[src/rtl/ram_arbiter.sv]
// Two-port round-robin arbiter in front of a single-port synchronous RAM.
// Define RAM_ARBITER_FIXED_PRIO_EN to make port 0 always win contention.
module ram_arbiter #(
  parameter int DATA_WIDTH = 32,
  parameter int ADDR_WIDTH = 10
) (
  input  logic                  clk,
  input  logic                  rst,
  input  logic                  req_0,
  input  logic                  we_0,
  input  logic [ADDR_WIDTH-1:0] addr_0,
  input  logic [DATA_WIDTH-1:0] din_0,
  output logic                  gnt_0,
  output logic                  rvalid_0,
  output logic [DATA_WIDTH-1:0] rdata_0,
  input  logic                  req_1,
  input  logic                  we_1,
  input  logic [ADDR_WIDTH-1:0] addr_1,
  input  logic [DATA_WIDTH-1:0] din_1,
  output logic                  gnt_1,
  output logic                  rvalid_1,
  output logic [DATA_WIDTH-1:0] rdata_1,
  output logic                  ram_en,
  output logic                  ram_we,
  output logic [ADDR_WIDTH-1:0] ram_addr,
  output logic [DATA_WIDTH-1:0] ram_din,
  input  logic [DATA_WIDTH-1:0] ram_dout
);

  typedef struct packed {
    logic                  we;
    logic [ADDR_WIDTH-1:0] addr;
    logic [DATA_WIDTH-1:0] din;
  } cmd_t;

  typedef struct packed {
    logic valid;
    logic port;
  } tag_t;

  logic win_0;
  logic win_1;
  logic any_gnt;
  cmd_t sel;
  cmd_t cmd_q;
  logic en_q;
  tag_t tag_1;
  tag_t tag_2;

`ifdef RAM_ARBITER_FIXED_PRIO_EN
  assign win_0 = req_0;
  assign win_1 = req_1 & ~req_0;
`else
  logic last_gnt;

  // On contention the port that was not served last goes first.
  assign win_0 = req_0 & (~req_1 | last_gnt);
  assign win_1 = req_1 & (~req_0 | ~last_gnt);

  always_ff @(posedge clk) begin
    if (rst) begin
      last_gnt <= 1'b1;
    end else if (gnt_1) begin
      last_gnt <= 1'b1;
    end else if (gnt_0) begin
      last_gnt <= 1'b0;
    end
  end
`endif

  assign gnt_0   = win_0 & ~rst;
  assign gnt_1   = win_1 & ~rst;
  assign any_gnt = gnt_0 | gnt_1;

  always_comb begin
    sel = '{we: we_0, addr: addr_0, din: din_0};
    unique case (1'b1)
      gnt_1:   sel = '{we: we_1, addr: addr_1, din: din_1};
      default: ;
    endcase
  end

  // Address and data hold when idle; only enables drop.
  always_ff @(posedge clk) begin
    if (rst) begin
      en_q  <= 1'b0;
      cmd_q <= '0;
      tag_1 <= '0;
      tag_2 <= '0;
    end else begin
      en_q     <= any_gnt;
      cmd_q.we <= any_gnt & sel.we;
      if (any_gnt) begin
        cmd_q.addr <= sel.addr;
        cmd_q.din  <= sel.din;
      end
      tag_1 <= '{valid: any_gnt & ~sel.we, port: gnt_1};
      tag_2 <= tag_1;
    end
  end

  assign ram_en   = en_q & ~rst;
  assign ram_we   = cmd_q.we & ~rst;
  assign ram_addr = rst ? '0 : cmd_q.addr;
  assign ram_din  = rst ? '0 : cmd_q.din;

  assign rvalid_0 = tag_2.valid & ~tag_2.port & ~rst;
  assign rvalid_1 = tag_2.valid & tag_2.port & ~rst;
  assign rdata_0  = rvalid_0 ? ram_dout : '0;
  assign rdata_1  = rvalid_1 ? ram_dout : '0;

endmodule

[config.mk]
export PLATFORM = sky130hd
export DESIGN_NAME = ram_arbiter
export DESIGN_NICKNAME = d
export VERILOG_FILES = /design/src/rtl/ram_arbiter.sv
export SDC_FILE = /design/constraint.sdc
export NUM_CORES = 1
export LEC_CHECK = 0
export BUFFER_PORTS_ARGS = -buffer_cell sky130_fd_sc_hd__buf_4
export CAP_MARGIN = 20
export CORE_ASPECT_RATIO = 0.9
export CORE_MARGIN = 2
export CORE_UTILIZATION = 35
export CTS_BUF_LIST = sky130_fd_sc_hd__clkbuf_16
export CTS_CLUSTER_DIAMETER = 150
export DETAILED_ROUTE_END_ITERATION = 8
export GPL_ROUTABILITY_DRIVEN = 0
export PLACE_DENSITY_LB_ADDON = 0.15
export SETUP_SLACK_MARGIN = 0.3
export SYNTH_ARGS = -nofsm -noshare
export SYNTH_HDL_FRONTEND = slang
export SYNTH_SLANG_ARGS = --single-unit
[constraint.sdc]
create_clock -name clk -period 1.4 [get_ports clk]
set_input_delay 0.28 -clock clk [delete_from_list [all_inputs] [get_ports clk]]
set_output_delay 0.28 -clock clk [all_outputs]
set_load 0.01 [all_outputs]
# ---- Yosys cells after proc, flatten, opt, wreduce, memory -nomap -nowiden
# Index checks and enable logic that the tools add are counted.
dict set report op_classes {
  bitwise 21
  muxes 5
  reduce_logical 1
}
# operator n
set op_table {}
lappend op_table {{$mux W32} 3}
lappend op_table {{$mux W43} 1}
lappend op_table {{$and A1 B1 Y1} 12}
lappend op_table {{$mux W10} 1}
lappend op_table {{$not A1 Y1} 6}
lappend op_table {{$or A1 B1 Y1} 3}
lappend op_table {{$reduce_or A2 Y1} 1}
dict set report totals {
  inputBits 122
  word_cells 36
  out_inout_bits 112
  reg_bits 49
}

# ---- Depth between registers and ports, before layout
# Gate-level depths: netlist (run 1).
dict set report depth {
  ltp_word 7
  ltp_mapped 6
  ltp_nobuf 3
}

# ---- Least setup slack after synthesis (run 1)
# OpenSTA, ideal clock, no wires.
dict set report synth_path {
  path_type {flip-flop to output port}
  startpoint {reg tag_2[0] in the netlist's numbering}
  endpoint {out rdata_0[22]}
  arrival_ns 1.033
  setup_slack_ns 0.087
  n_path_buf 1
  path_stages_with_launch 4
  t_required_ns 1.120
  cell_sequence {dfxtp_1 > nor3b_2 > clkbuf_1 > and2_1}
}
dict set report synth_between {
  elab_chain_cells 4
}
# element line
set synth_rtl {}
lappend synth_rtl {{start, declared} 48} ;# tag_t tag_2;
lappend synth_rtl {{start signal, assigned} 98} ;# tag_2 <= tag_1;
lappend synth_rtl {{$not A1 Y1} 107} ;# assign rvalid_0 = tag_2.valid & ~tag_2.port & ~rst;
lappend synth_rtl {{$and A1 B1 Y1 (2 in a row)} 107}
lappend synth_rtl {{net rvalid_0} 14} ;# output logic rvalid_0,
lappend synth_rtl {{$mux W32} 109} ;# assign rdata_0 = rvalid_0 ? ram_dout : '0;
lappend synth_rtl {{end, declared} 15} ;# output logic [DATA_WIDTH-1:0] rdata_0,
# The timed path passes the listed nets, and every way through them passes these cells.

# ---- Worst setup path after layout (run 1)
dict set report layout_path {
  startpoint {reg tag_2[1] in the netlist's numbering}
  endpoint {out rdata_0[30]}
}
dict set report layout_between {
  elab_chain_cells 3
}
# element line
set layout_rtl {}
lappend layout_rtl {{$and A1 B1 Y1 (2 in a row)} 107}
lappend layout_rtl {{$mux W32} 109}
# No other way between the ends.

==> results.md, run 1 <==
* Pleak at about 3 nW
* First-iteration detailed-routing DRC count at 207
* Initial core utilization at 0.356
* Dpl hpwl at between 8000 and 9000 microns
* Sw frac at 0.285
* Number of synthesized flops with an enable pin at 0
* Die height at between 90 and 100 microns
* Top_reg_cell synth: dfxtp_1
* # clock sinks at 49
* Clock Latency Late Sink at 280 ps
* Clock power frac at 0.281
* Via count at 4,056
* Share of layout cells above drive strength 1 at 0.702
* Synth unique cells at 25
* CTS max path bufs at 2
* Die X at about 100 microns
* Combinational Power Share at 0.383
* GRT Total Usage at 0.262
* Hold_buf cts at 0
* P per Cell Area at around 700 nW/um^2
* Failing checks: setup timing
* P&R area growth vs syn at 129%
* Flops & latches, synth at 49
* Final period demand of the worst path at ~1600 ps
* Fill count at 487
* RSZ-0062 raised after global routing: true
* Max Clock Freq at slightly above 0.6 GHz
* Mapped Area at 3010 sq um
* N_diodes at 0
* Startpoint Class: register
* Number of top-level pins at 234
* Final WL at 14,200 microns
* CTS buffer count at 5
* Synth warnings at 0
* Total grt overflow at 0
* DIE AREA at 9350 sq um
* Reg clk slew, reported paths at 60 ps
* First-pass GRT wire length at between 15,000 and 20,000 microns
* Pint at 0.00342 W
* Crit path capture type: primary output
* # H-tree levels at 2
* Async set-reset flop share out of synthesis at 0
* Pwr Total at 0.00479 W
* Crit-path max FO at 8
* Drt via density at 5.26
* Rel. slew slack at 0.652
* NetSw at roughly 0.0014 W
* Peak VDD IR at roughly 0.0006 V
* Setup WS post-layout at -231 ps
* Final max-slew violation count at 0
* Skew final at 2.70 ps
* Maximum capacitance violations at 0
* Clock root buffer: clkbuf_16
* Tightest Pin Transition at around 520 ps
* Wire per inst at around 18 microns
* Outcome: complete, but fails checks
* Kind of critical path: reg -> out
* Core Area at approximately 8400 sq um
* Vias in the first global route at 3,797
* Routed Antenna Nets at 0
* Drt drc at 0
* Period utilization at 1.17
* I/O Buffers at 233
* WP data arrival at 1350 ps
* Setup-failing EPs final at 68
* WP data required at 1120 ps
* Reg power frac at 0.336
* CTS tree: yes
* Row count at 32
* Fin nets at a little under 800
* HP Class: in -> reg
* Syn Nets at 514
* Cells after Synth at about 390
* Pin count of the biggest net entering global routing at 48
* Endpoints failing hold at 0
* Seq/Total Area, Yosys at 0.326
* Syn avg cell area at 7.67 sq um
* DRT Pass-1 Iters at 4
* DP Worst Slack at -37.0 ps
* Initial antenna violation count at 0
==> layout make-up <==
type                       count  area [sq um]  share of cell area
clock buffer                   5           125              0.0182
sequential                    49          1020               0.148
clock inverter                 3          37.5             0.00545
tap                          119           149              0.0216
multi-input combinational    292          2660               0.386
timing repair buffer         298          2860               0.416
inverter                       5          31.3             0.00454
==> synth_stat cells, types with 2 or more instances <==
cell type | count | area, sq um
o21ai_0 | 42 | 210
buf_2 | 12 | 60.1
a31oi_1 | 40 | 250
and3_1 | 2 | 12.5
inv_1 | 3 | 11.3
dfxtp_1 | 49 | 981
a2111oi_2 | 2 | 30.0
o2111ai_1 | 41 | 359
buf_4 | 3 | 22.5
nor2_1 | 43 | 161
clkbuf_1 | 26 | 97.6
clkbuf_2 | 4 | 20.0
and2_1 | 65 | 407
nor2b_1 | 46 | 288
nor3_1 | 4 | 20.0
==> timing repair <==
item / CTS / global route
gates cloned: 6 / 5
gates resized for setup: 177 / 98
setup endpoints to repair: 142 / 156
hold endpoints to repair: 0 / 0
pin swaps: 84 / 19
buffers inserted: 16 / 17
==> critical path: stages (launching register included) <==
cell and delay, ps:
dfxtp_2 330, nor3b_4 170, buf_6 160, clkbuf_16 150, and2_4 140, buf_6 100
==> power by group through the flow <==
stage | sequential [W] | combinational (W) | clock (W)
after global placement | 0.00160 | 0.00115 | 0
final | 0.00161 | 0.00183 | 0.00135
after floorplan | 0.00159 | 0.000585 | 0
after global routing | 0.00162 | 0.00194 | 0.00142
after CTS | 0.00158 | 0.00157 | 0.00138
after detailed placement | 0.00161 | 0.00115 | 0
==> cell families after synthesis <==
logic type	after synthesis	share of synthesized area
AO/OA/AOI/OAI	128	0.290
AND/OR/NAND/NOR	164	0.307
buffers and inverters	51	0.0765
flip-flops	49	0.326
==> flip-flops by register name (all words and copies together) (netlist names) <==
| register | cells |
|---|---|
| cmd_q | 43 |
| tag_2 | 2 |
| en_q | 1 |
| last_gnt | 1 |
| tag_1 | 2 |
==> path summary, 6_finish.rpt <==
path                                            start                endpoint  slack [ps]  depth (start not counted)
worst min-delay path                        addr_1[0]  cmd_q[32]$_SDFFE_PP0P_         270                          3
worst max register to register  last_gnt$_SDFFE_PP1P_  cmd_q[13]$_SDFFE_PP0P_          50                          5
worst max-delay path              tag_2[1]$_SDFF_PP0_             rdata_0[30]        -230                          5
worst min register to register    tag_1[1]$_SDFF_PP0_     tag_2[1]$_SDFF_PP0_         440                          1
==> layout by cell type, fill, tap and decap left out, types with 3 or more instances in the layout <==
master,count
clkbuf_16,9
o21ai_1,8
nor2_1,43
nor2b_1,3
dfxtp_1,19
and2_4,28
buf_6,69
inv_1,3
buf_12,11
a31oi_1,40
o2111ai_2,27
and2_1,38
o21ai_0,34
buf_16,6
dfxtp_2,30
o2111ai_4,14
buf_4,205
nor2b_4,42
==> layer usage <==
| metal | wire (microns) | global-route usage | vias up | share of wire |
|---|---|---|---|---|
| met1 | 5180 | 0.300 | 1915 | 0.36 |
| met2 | 7680 | 0.488 | 182 | 0.54 |
| met5 | 0 | 0 | - | 0 |
| li1 | - | - | 1922 | - |
| met3 | 999 | 0.0572 | 37 | 0.070 |
| met4 | 342 | 0.0574 | 0 | 0.024 |
==> metrics by stage <==
step | utilization | TNS [ps] | area, sq um | hold slack, ps | cells
after floorplan | - | 0 | 3160 | 373 | 392
after global placement | 0.594 | 0 | 5020 | 421 | 719
after detailed placement | 0.594 | -83.5 | 5020 | 424 | 719
after CTS | 0.737 | -12120 | 6230 | 261 | 749
after global routing | 0.815 | -15780 | 6880 | 274 | 771
final | 0.815 | -12280 | 6880 | 270 | 771
(Power assumes the default switching activity.)
==> run 2, diff against run 1 <==
SKIP_LAST_GASP = 1   (was default)
==> run 2 against run 1 <==
  * The run still ends with setup timing left
  * Combinational power hardly changed
  * Power up 0.23%
  * Critical endpoint is now rdata_0[25]
  * Register-to-register slack barely moved
  * Sequential power hardly changed
  * Core utilization grew 2.0 points
==> results.md, run 2 (synthesis gave the netlist of run 1 again) <==
* Setup-failing EPs final at 68
* Final period demand of the worst path at 1700 ps
* NetSw at 0.00136 W
* N_diodes at 0
* Max Clock Freq at 0.588 GHz
* Initial core utilization at 0.356
* Drt drc at 0
* Biggest regs: cmd_q x43, tag_1 x2, tag_2 x2
* Share of layout cells above drive strength 1 at 0.745
* Routed Antenna Nets at 0
* DP Area at 5020 sq um
* Via count at 4,147
* Outcome: complete, but fails checks
* Wire per inst at 19.4 microns
* Core Area at ~8400 sq um
* Crit-path max FO at 8
* # clock sinks at around 50
* Number of top-level pins at ~230
* Largest register by flop count: cmd_q
* Vias in the first global route at about 3,700
* Drt via density at between 5 and 6
* Finished Cell Area at 7050 sq um
* First-pass GRT wire length at 18,900 microns
* Pint at 0.00344 W
* Reg-to-reg endpoint: cmd_q[13]$_SDFFE_PP0P_
* Rel. slew slack at 0.687
* Startpoint Class: register
* Hold slack final at ~270 ps
* Largest register FFs at 43
* RSZ-0062 raised after global routing: true
* Worst reg-to-reg setup slack at 40 ps
* Pin count of the biggest net entering global routing at 48
* Die height at approximately 90 microns
* Crit path capture type: primary output
* Clock root buffer: clkbuf_16
* GRT Total Usage at 0.256
* # H-tree levels at 2
* Final max-slew violation count at 0
* Reg clk slew, reported paths at around 70 ps
* Inst Count DP at 719
* Skew final at 5.36 ps
* Initial antenna violation count at 0
* Reg power frac at 0.335
* Setup WS post-layout at -301 ps
* Fin nets at 780
* I/O Buffers at 233
* CTS buffer count at 5
* Dpl hpwl at 8330 microns
* Final Non-Filler Cells at 778
* Worst setup endpoint: rdata_0[25]
* Pleak at 3.12 nW
* CTS max path bufs at 2
* Worst r2r path cells at 5
* Sw frac at 0.284
* P per Cell Area at 680 nW/um^2
* Kind of critical path: reg -> out
* Peak VDD IR at 0.000572 V
* Clock Latency Late Sink at 290 ps
* DP Worst Slack at -37.0 ps
* P&R area growth vs syn at 134%
* First-iteration detailed-routing DRC count at 121
* DRT Pass-1 Iters at 4
* Commonest non-fill, non-tap cells in the layout: buf_4, buf_6, and2_4, nor2_1, nor2b_4
* Tightest Pin Transition at 470 ps
* Period utilization at 1.21
* CTS tree: yes
* Reg2Reg Launch Point: last_gnt$_SDFFE_PP1P_
* Total grt overflow at 0
* Failing checks: setup timing
* Maximum capacitance violations at 0
* Row count at 32
* Clock power frac at 0.284
* Die X at 102 microns
* Worst setup path startpoint: tag_2[1]$_SDFF_PP0_
* WP data required at 1120 ps
* HP Class: in -> reg
* Combinational Power Share at 0.381
* Most common cell after layout, fill and taps aside: buf_4
* Setup TNS at -15,620 ps
* Final WL at 15,100 microns
* DIE AREA at between 9000 and 10,000 sq um
* WP data arrival at 1420 ps
* Endpoints failing hold at 0
[run 2: cell types whose count changed in the layout (fill, tap and decap cells not counted), moves of 3 or more]
cell       previous run  this run
o2111ai_4            14         5
o21ai_0              34        27
clkbuf_16             9        12
and2_1               38        12
buf_4               205       188
and2_4               28        54
o2111ai_2            27        36
buf_6                69        87
o21ai_1               8        14
[run 2: critical path, cell delays in order, from the launching register on]
cell	delay, ps
dfxtp_2	330
nor3b_4	220
buf_4	180
clkbuf_16	140
and2_4	140
buf_4	120
[run 2: final cells by class]
class | instances | area (sq um)
Clock inverter | 3 | 37.5
Sequential cell | 49 | 1020
Tap cell | 119 | 149
Fill cell | 470 | 1400
Inverter | 5 | 31.3
Multi-Input combinational cell | 292 | 2620
Clock buffer | 5 | 125
Timing Repair Buffer | 305 | 3070
[run 2: worst min-delay path by stage]
stage | depth (start not counted) | end | slack [ps] | start
6_report | 3 | cmd_q[16]$_SDFFE_PP0P_ | 270 | din_1[16]
5_1_grt | 3 | cmd_q[16]$_SDFFE_PP0P_ | 270 | din_1[16]
2_1_floorplan | 1 | last_gnt$_SDFFE_PP1P_ | 370 | req_0
3_5_place_dp | 1 | tag_2[0]$_SDFF_PP0_ | 420 | tag_1[0]$_SDFF_PP0_
3_3_place_gp | 1 | tag_2[0]$_SDFF_PP0_ | 420 | tag_1[0]$_SDFF_PP0_
4_1_cts | 3 | cmd_q[18]$_SDFFE_PP0P_ | 270 | din_0[18]
[run 2: metal layers]
metal / GRT usage / share of wire
met1: 0.301 / 0.36
met4: 0.0552 / 0.028
met5: 0 / 0
met3: 0.0564 / 0.076
met2: 0.468 / 0.54
[run 2: power groups by stage]
stage	sequential (W)	clock, W	combinational, W
floorplan	0.00159	0	0.000585
global placement	0.00160	0	0.00115
detailed placement	0.00161	0	0.00115
CTS	0.00158	0.00138	0.00154
global route	0.00162	0.00143	0.00194
finish	0.00161	0.00136	0.00183
[run 2: repair_timing]
item,CTS,global route
pin swaps,51,76
setup endpoints to repair,142,157
gates cloned,6,9
resized for setup,136,184
endpoints found under the hold margin,0,0
hold buffers,0,0
buffers inserted,16,20
[run 2: metrics by stage]
step | total power [W] | util
finish | 0.00480 | 0.835
global route | 0.00499 | 0.835
CTS | 0.00450 | 0.716
detailed placement | 0.00276 | 0.594
global placement | 0.00275 | 0.594
floorplan | 0.00218 | -
